==> src/rtl/memory_store_rv32_pkg.sv <==
// Shared definitions for the RV32 store data path.
// Holds the FSM state encoding, the AXI4-Lite BRESP codes, the base byte
// strobe patterns for each store size, and a helper that classifies BRESP.
package memory_store_rv32_pkg;

    localparam logic [1:0] ST_IDLE   = 2'd0;
    localparam logic [1:0] ST_SEND   = 2'd1;
    localparam logic [1:0] ST_WAIT_B = 2'd2;
    localparam logic [1:0] ST_RESP   = 2'd3;

    typedef enum logic [1:0] {
        IDLE   = ST_IDLE,
        SEND   = ST_SEND,
        WAIT_B = ST_WAIT_B,
        RESP   = ST_RESP
    } state_t;

    localparam logic [1:0] BRESP_OKAY   = 2'b00;
    localparam logic [1:0] BRESP_EXOKAY = 2'b01;
    localparam logic [1:0] BRESP_SLVERR = 2'b10;
    localparam logic [1:0] BRESP_DECERR = 2'b11;

    // Strobe patterns for a lane-0 access; shifted left by addr[1:0].
    localparam logic [3:0] STRB_BYTE = 4'b0001;
    localparam logic [3:0] STRB_HALF = 4'b0011;
    localparam logic [3:0] STRB_WORD = 4'b1111;

    // SLVERR and DECERR both report a failed write.
    function automatic logic bresp_is_err(input logic [1:0] resp);
        return (resp == BRESP_SLVERR) || (resp == BRESP_DECERR);
    endfunction

endpackage

==> src/rtl/memory_store_rv32_if.sv <==
// Bundle of the store unit's pipeline handshake and AXI4-Lite write channels.
// Ports (per signal group):
//   req_*  : store request from the LSU stage (valid/ready, addr, data, size)
//   resp_* : completion back to the pipeline with misalign / bus error flags
//   aw*, w*, b* : AXI4-Lite write address, write data and write response
// Modports:
//   master : the store unit (drives AXI requests, answers the pipeline)
//   slave  : the environment (pipeline stage plus AXI memory/bus)
interface memory_store_rv32_if #(
    parameter int ADDR_LEN = 32,
    parameter int DATA_LEN = 32
);
    logic                  req_valid;
    logic                  req_ready;
    logic [ADDR_LEN-1:0]   req_addr;
    logic [DATA_LEN-1:0]   req_data;
    logic                  is_byte;
    logic                  is_half;
    logic                  is_word;

    logic                  resp_valid;
    logic                  resp_ready;
    logic                  resp_misalign;
    logic                  resp_bus_err;

    logic                  awvalid;
    logic                  awready;
    logic [ADDR_LEN-1:0]   awaddr;
    logic                  wvalid;
    logic                  wready;
    logic [DATA_LEN-1:0]   wdata;
    logic [DATA_LEN/8-1:0] wstrb;
    logic                  bvalid;
    logic                  bready;
    logic [1:0]            bresp;

    modport master (
        input  req_valid, req_addr, req_data, is_byte, is_half, is_word,
        output req_ready,
        output resp_valid, resp_misalign, resp_bus_err,
        input  resp_ready,
        output awvalid, awaddr, wvalid, wdata, wstrb, bready,
        input  awready, wready, bvalid, bresp
    );

    modport slave (
        output req_valid, req_addr, req_data, is_byte, is_half, is_word,
        input  req_ready,
        input  resp_valid, resp_misalign, resp_bus_err,
        output resp_ready,
        input  awvalid, awaddr, wvalid, wdata, wstrb, bready,
        output awready, wready, bvalid, bresp
    );

endinterface

==> src/rtl/memory_store_rv32_align.sv <==
// Combinational lane alignment for RV32 stores.
// Ports:
//   addr_lo  in  low two address bits
//   data     in  right-aligned store data (rs2)
//   is_byte/is_half/is_word in  size flags, priority byte > half > word
//   wdata    out data replicated across all lanes of the access size
//   wstrb    out byte strobes for the addressed lanes
//   misalign out half/word store not naturally aligned
// With no size flag set all outputs are zero.
module memory_store_align
    import memory_store_rv32_pkg::*;
#(
    parameter int DATA_LEN = 32
) (
    input  logic [1:0]            addr_lo,
    input  logic [DATA_LEN-1:0]   data,
    input  logic                  is_byte,
    input  logic                  is_half,
    input  logic                  is_word,
    output logic [DATA_LEN-1:0]   wdata,
    output logic [DATA_LEN/8-1:0] wstrb,
    output logic                  misalign
);

    // Replicating the data into every lane lets the strobes alone pick the
    // bytes written, so no data shifter is needed.
    always_comb begin
        wdata    = '0;
        wstrb    = '0;
        misalign = 1'b0;
        if (is_byte) begin
            wdata = {4{data[7:0]}};
            wstrb = STRB_BYTE << addr_lo;
        end else if (is_half) begin
            wdata    = {2{data[15:0]}};
            wstrb    = STRB_HALF << addr_lo;
            misalign = addr_lo[0];
        end else if (is_word) begin
            wdata    = data;
            wstrb    = STRB_WORD;
            misalign = |addr_lo;
        end
    end

endmodule

==> src/rtl/memory_store_rv32.sv <==
// Store-side data path of the RV32 core.
// Accepts one store request, issues a single AXI4-Lite write (AW, W, B) and
// returns a completion with misalign / bus error flags.
// Ports:
//   clk  in  clock
//   rst  in  synchronous active-high reset
//   bus  master modport of memory_store_rv32_if (pipeline + AXI write)
module memory_store_rv32
    import memory_store_rv32_pkg::*;
#(
    parameter int ADDR_LEN = 32,
    parameter int DATA_LEN = 32
) (
    input  logic                 clk,
    input  logic                 rst,
    memory_store_rv32_if.master  bus
);

    state_t                state, state_n;
    logic                  awvalid_q, awvalid_n;
    logic                  wvalid_q, wvalid_n;
    logic [ADDR_LEN-1:0]   awaddr_q, awaddr_n;
    logic [DATA_LEN-1:0]   wdata_q, wdata_n;
    logic [DATA_LEN/8-1:0] wstrb_q, wstrb_n;
    logic                  misalign_q, misalign_n;
    logic                  bus_err_q, bus_err_n;

    logic [DATA_LEN-1:0]   al_wdata;
    logic [DATA_LEN/8-1:0] al_wstrb;
    logic                  al_misalign;
    logic                  size_any;

    memory_store_align #(
        .DATA_LEN (DATA_LEN)
    ) u_align (
        .addr_lo  (bus.req_addr[1:0]),
        .data     (bus.req_data),
        .is_byte  (bus.is_byte),
        .is_half  (bus.is_half),
        .is_word  (bus.is_word),
        .wdata    (al_wdata),
        .wstrb    (al_wstrb),
        .misalign (al_misalign)
    );

    assign size_any = bus.is_byte | bus.is_half | bus.is_word;

    // Next-state and next-register logic. Every register holds by default,
    // which keeps awaddr/wdata/wstrb stable while their valids are pending.
    always_comb begin
        state_n    = state;
        awvalid_n  = awvalid_q;
        wvalid_n   = wvalid_q;
        awaddr_n   = awaddr_q;
        wdata_n    = wdata_q;
        wstrb_n    = wstrb_q;
        misalign_n = misalign_q;
        bus_err_n  = bus_err_q;
        unique case (state)
            IDLE: begin
                if (bus.req_valid) begin
                    if (!size_any) begin
                        state_n = RESP;
                    end else if (al_misalign) begin
                        misalign_n = 1'b1;
                        state_n    = RESP;
                    end else begin
                        awaddr_n  = bus.req_addr;
                        wdata_n   = al_wdata;
                        wstrb_n   = al_wstrb;
                        awvalid_n = 1'b1;
                        wvalid_n  = 1'b1;
                        state_n   = SEND;
                    end
                end
            end
            SEND: begin
                // AW and W complete independently; leave once both are done.
                if (awvalid_q && bus.awready) awvalid_n = 1'b0;
                if (wvalid_q && bus.wready)   wvalid_n  = 1'b0;
                if (!awvalid_n && !wvalid_n)  state_n   = WAIT_B;
            end
            WAIT_B: begin
                if (bus.bvalid) begin
                    bus_err_n = bresp_is_err(bus.bresp);
                    state_n   = RESP;
                end
            end
            RESP: begin
                if (bus.resp_ready) begin
                    misalign_n = 1'b0;
                    bus_err_n  = 1'b0;
                    state_n    = IDLE;
                end
            end
            default: state_n = IDLE;
        endcase
    end

    // State and output registers; reset drops every valid and clears data.
    always_ff @(posedge clk) begin
        if (rst) begin
            state      <= IDLE;
            awvalid_q  <= 1'b0;
            wvalid_q   <= 1'b0;
            awaddr_q   <= '0;
            wdata_q    <= '0;
            wstrb_q    <= '0;
            misalign_q <= 1'b0;
            bus_err_q  <= 1'b0;
        end else begin
            state      <= state_n;
            awvalid_q  <= awvalid_n;
            wvalid_q   <= wvalid_n;
            awaddr_q   <= awaddr_n;
            wdata_q    <= wdata_n;
            wstrb_q    <= wstrb_n;
            misalign_q <= misalign_n;
            bus_err_q  <= bus_err_n;
        end
    end

    // bready and resp_valid are pure state decodes of a registered state.
    assign bus.req_ready     = (state == IDLE);
    assign bus.bready        = (state == WAIT_B);
    assign bus.resp_valid    = (state == RESP);
    assign bus.awvalid       = awvalid_q;
    assign bus.wvalid        = wvalid_q;
    assign bus.awaddr        = awaddr_q;
    assign bus.wdata         = wdata_q;
    assign bus.wstrb         = wstrb_q;
    assign bus.resp_misalign = misalign_q;
    assign bus.resp_bus_err  = bus_err_q;

endmodule

==> src/flat_wrapper.sv <==
// flat-port wrapper written by rule: the top's interface ports become plain ports
module memory_store_rv32_flat import memory_store_rv32_pkg::*;
#(
    parameter int ADDR_LEN = 32,
    parameter int DATA_LEN = 32
)
  (clk, rst, bus_req_valid, bus_req_addr, bus_req_data, bus_is_byte, bus_is_half, bus_is_word, bus_req_ready, bus_resp_valid, bus_resp_misalign, bus_resp_bus_err, bus_resp_ready, bus_awvalid, bus_awaddr, bus_wvalid, bus_wdata, bus_wstrb, bus_bready, bus_awready, bus_wready, bus_bvalid, bus_bresp);
  memory_store_rv32_if #(.ADDR_LEN(ADDR_LEN), .DATA_LEN(DATA_LEN)) bus_i ();
  input  logic clk;
  input  logic rst;
  input wire logic [$bits(bus_i.req_valid)-1:0] bus_req_valid;
  input wire logic [$bits(bus_i.req_addr)-1:0] bus_req_addr;
  input wire logic [$bits(bus_i.req_data)-1:0] bus_req_data;
  input wire logic [$bits(bus_i.is_byte)-1:0] bus_is_byte;
  input wire logic [$bits(bus_i.is_half)-1:0] bus_is_half;
  input wire logic [$bits(bus_i.is_word)-1:0] bus_is_word;
  output wire logic [$bits(bus_i.req_ready)-1:0] bus_req_ready;
  output wire logic [$bits(bus_i.resp_valid)-1:0] bus_resp_valid;
  output wire logic [$bits(bus_i.resp_misalign)-1:0] bus_resp_misalign;
  output wire logic [$bits(bus_i.resp_bus_err)-1:0] bus_resp_bus_err;
  input wire logic [$bits(bus_i.resp_ready)-1:0] bus_resp_ready;
  output wire logic [$bits(bus_i.awvalid)-1:0] bus_awvalid;
  output wire logic [$bits(bus_i.awaddr)-1:0] bus_awaddr;
  output wire logic [$bits(bus_i.wvalid)-1:0] bus_wvalid;
  output wire logic [$bits(bus_i.wdata)-1:0] bus_wdata;
  output wire logic [$bits(bus_i.wstrb)-1:0] bus_wstrb;
  output wire logic [$bits(bus_i.bready)-1:0] bus_bready;
  input wire logic [$bits(bus_i.awready)-1:0] bus_awready;
  input wire logic [$bits(bus_i.wready)-1:0] bus_wready;
  input wire logic [$bits(bus_i.bvalid)-1:0] bus_bvalid;
  input wire logic [$bits(bus_i.bresp)-1:0] bus_bresp;
  assign bus_i.req_valid = bus_req_valid;
  assign bus_i.req_addr = bus_req_addr;
  assign bus_i.req_data = bus_req_data;
  assign bus_i.is_byte = bus_is_byte;
  assign bus_i.is_half = bus_is_half;
  assign bus_i.is_word = bus_is_word;
  assign bus_req_ready = bus_i.req_ready;
  assign bus_resp_valid = bus_i.resp_valid;
  assign bus_resp_misalign = bus_i.resp_misalign;
  assign bus_resp_bus_err = bus_i.resp_bus_err;
  assign bus_i.resp_ready = bus_resp_ready;
  assign bus_awvalid = bus_i.awvalid;
  assign bus_awaddr = bus_i.awaddr;
  assign bus_wvalid = bus_i.wvalid;
  assign bus_wdata = bus_i.wdata;
  assign bus_wstrb = bus_i.wstrb;
  assign bus_bready = bus_i.bready;
  assign bus_i.awready = bus_awready;
  assign bus_i.wready = bus_wready;
  assign bus_i.bvalid = bus_bvalid;
  assign bus_i.bresp = bus_bresp;
  memory_store_rv32 #(.ADDR_LEN(ADDR_LEN), .DATA_LEN(DATA_LEN)) u_core (.clk(clk), .rst(rst), .bus(bus_i));
endmodule
==> config.mk <==
export PLATFORM = sky130hd
export DESIGN_NAME = memory_store_rv32_flat
export DESIGN_NICKNAME = d
export VERILOG_FILES = /design/src/rtl/memory_store_rv32_pkg.sv /design/src/rtl/memory_store_rv32_if.sv /design/src/rtl/memory_store_rv32_align.sv /design/src/rtl/memory_store_rv32.sv /design/src/flat_wrapper.sv
export SDC_FILE = /design/constraint.sdc
export NUM_CORES = 1
export LEC_CHECK = 0
export CAP_MARGIN = 20
export CELL_PAD_IN_SITES_DETAIL_PLACEMENT = 1
export CELL_PAD_IN_SITES_GLOBAL_PLACEMENT = 1
export CORE_UTILIZATION = 27
export CTS_BUF_LIST = sky130_fd_sc_hd__clkbuf_2 sky130_fd_sc_hd__clkbuf_4 sky130_fd_sc_hd__clkbuf_8
export CTS_CLUSTER_SIZE = 40
export DETAILED_ROUTE_END_ITERATION = 6
export PLACE_DENSITY_LB_ADDON = 0.1
export SLEW_MARGIN = 20
export SYNTH_ARGS = -nofsm -noshare
export SYNTH_HDL_FRONTEND = slang
export SYNTH_SLANG_ARGS = --single-unit
export TNS_END_PERCENT = 20
==> constraint.sdc <==
create_clock -name clk -period 2 [get_ports clk]
set_clock_uncertainty 0.15 [all_clocks]
set_input_delay 0.4 -clock clk [delete_from_list [all_inputs] [get_ports clk]]
set_output_delay 0.4 -clock clk [all_outputs]
set_load 0.01 [all_outputs]
==> impl_metrics.ini <==
[status]
status = finished, final reports clean

[power]
seqPwrFrac_pct = 35.0
intPower_uw = 3490
pwr-share-comb_pct = 45.1
cellLeakagePower_uw = 0.00204
p_sw_share_pct = 35.3
switching_power_uw = 1900
powerDensity_nw_per_um2 = 975
clkPwrFrac_pct = 19.9
ir_worst_vdd_uv = 360

[final_layout]
layout.nets = 643
multi_input_area_um2 = 1770
seqCellArea_um2 = 1480
antenna_cells = 0
most-common-layout-cells = 141 x clkdlybuf4s50_1, 92 x nand2_1, 72 x dfxtp_1
area_growth_pct = 67.1
num-fill-cells = 1413
layout-drive-gt1-share_pct = 16.1
final_common_cell = clkdlybuf4s50_1
post-route-util_pct = 46.2

[critical_path]
critPathKind = in2reg
max_stage_delay_ps = 420
start_kind = primary input
reg2reg_slack_ps = 90
worstPathRequired_ps = 2140
cp_slowest_cell = clkdlybuf4s50_1
arrival_ps = 2120
cp_max_fo = 18
end_kind = flop
critical_path.cell_chain = clkdlybuf4s50_1 -> buf_6 -> and3b_4 -> buf_4 -> nor3_4 -> buf_12 -> buf_16 -> o211ai_1 -> a21oi_1

[yosys]
syn_avg_cell_area_um2 = 8.33
synth-main-ff-cell = dfxtp_1
ys_types = 34
syn_inst = 397
synthArstFlopShare_pct = 0
yosys_warnings = 0
ys_seq_area_share_pct = 44.8
yosys_register_bits = 74
syn_area_um2 = 3310
synth-edff-count = 0
syn_nets = 481

[global_routing]
grt_pass1_wl_um = 19100
grt_overflow = 0
antenna_found_initial = 0
grt_max_degree = 60
grt_pass1_vias = 3695
grt_usage_pct = 19.6

[clocking]
h-tree-depth = 3
cts_made_buffers = 9
clkSinkCount = 74
cts_tree = built
clk_latency_ps = 370
cts_buffer_depth = 2
clock-root-buffer = clkbuf_8
clkTransAtPathRegs_ps = 70
postCtsHoldBufs = 0

[timing]
fin_crit_ps = 1980
tightestPinTransition_ps = 402
slew_headroom_pct = 73.1
final-max-slew-violation-count = 0
period_share_pct = 99.0
fmax_ghz = 0.505
fin_tns_setup_ps = 0
hold_viol = 0
setup_viol_count_final = 0
timing.final.ws_setup_ps = 19.7

[floorplan]
coreArea_um2 = 12000
io_pins = 151
start_util_pct = 27.7
fp-row-count = 40
die_area_um2 = 12700
die_width_um = 113
fp.dieH_um = 113

[placed_design]
port-buffer-count = 149
hpwl_um = 8470
place.gp.congestion = 0.766
dp_slack_ps = -786

[drt]
drt_iter0_markers = 124
vias = 3476
routed_via_density = 4.89
drcViolationCount = 0
final_antenna_net_count = 0
wl_um = 12000
wire_per_inst_um = 16.9
dr.pass1.iters = 4

[min_path]
hp-class = reg2reg

[flow_run]
maxCapViolCount = 0
==> cell type report <==
type | count | share of cell area (%)
Timing Repair Buffer | 185 | 34.2
Multi-Input combinational cell | 282 | 32.0
Sequential cell | 74 | 26.8
Tap cell | 147 | 3.33
Clock buffer | 11 | 2.51
Clock inverter | 5 | 0.566
Inverter | 7 | 0.475
==> through the flow <==
stage                     total power (µW)  instance area (µm²)  hold WS [ps]  std cells
after detailed placement              4150                 5110           297        692
after global placement                4100                 5110           291        692
after floorplan                       3000                 3310           331        397
after CTS                             5310                 5390           309        708
final                                 5390                 5530           305        711
after global routing                  5770                 5530           329        711
==> critical path, delay by kind of cell <==
family,cells,cell delay (ps)
simple gates,2,400
buf+inv,5,1050
compound gates,2,260
==> routing by layer <==
metal / track usage [%] / wire length [µm] / vias to the layer above
met3: 5.09 / 671 / 12
met5: 0 / 0 / -
li1: - / - / 1707
met2: 32.9 / 5720 / 98
met1: 23.7 / 5460 / 1659
met4: 8.36 / 189 / 0
==> worst paths after layout <==
path	to	depth (start not counted)	startpoint
worst min register to register	u_core.bus.awaddr[29]	2	u_core.bus.awaddr[29]
worst max register to register	u_core.bus.wdata[28]	9	u_core.state[0]
worst max-delay path	u_core.bus.wdata[28]	9	bus_is_half
worst min-delay path	u_core.bus.awaddr[29]	2	u_core.bus.awaddr[29]
==> synthesized netlist by cell type (all sizes together), types with 8 or more instances <==
cell type / instances / area [µm²]
o41ai: 8 / 123
a21oi: 49 / 245
o21ai: 14 / 70.1
nand2: 92 / 345
a311oi: 10 / 87.6
nand3: 11 / 55.1
a221oi: 15 / 131
nor3: 11 / 66.3
buf: 12 / 86.3
ha: 8 / 100
dfxtp: 74 / 1480
nor2: 24 / 90.1
nor2b: 13 / 81.3
clkbuf: 22 / 82.6
==> power by group through the flow <==
stage / logic, µW / clock network [µW] / registers [µW]
detailed placement: 2230 / 0 / 1920
global placement: 2190 / 0 / 1910
CTS: 2300 / 1120 / 1890
global route: 2660 / 1180 / 1930
finish: 2430 / 1070 / 1890
floorplan: 980 / 0 / 2020
==> sequential cells by signal, indices dropped and copies added, names as in the netlist <==
register                  count
u_core.bus.resp_bus_err       1
u_core.bus.wdata             32
u_core.bus.awvalid            1
u_core.bus.wvalid             1
u_core.state                  2
u_core.bus.wstrb              4
u_core.bus.resp_misalign      1
u_core.bus.awaddr            32
==> cell families after synthesis <==
kind of cell               after synthesis  share of synthesized area, %
adders and majority gates                8                          3.03
buffers and inverters                   41                          5.90
DFF                                     74                          44.8
muxes                                    1                         0.340
AOI/OAI and AO/OA                      108                          23.0
and+or+nand+nor                        165                          22.9
==> repair_timing <==
| action | in CTS | in global routing |
|---|---|---|
| cloned | 0 | 2 |
| buffers inserted | 0 | 1 |
| setup endpoints to repair | 74 | 66 |
| pin swaps | 1 | 5 |
| endpoints found under the hold margin | 0 | 0 |
| resized for setup | 28 | 17 |
Note: power is estimated with default switching activity, not from simulation.
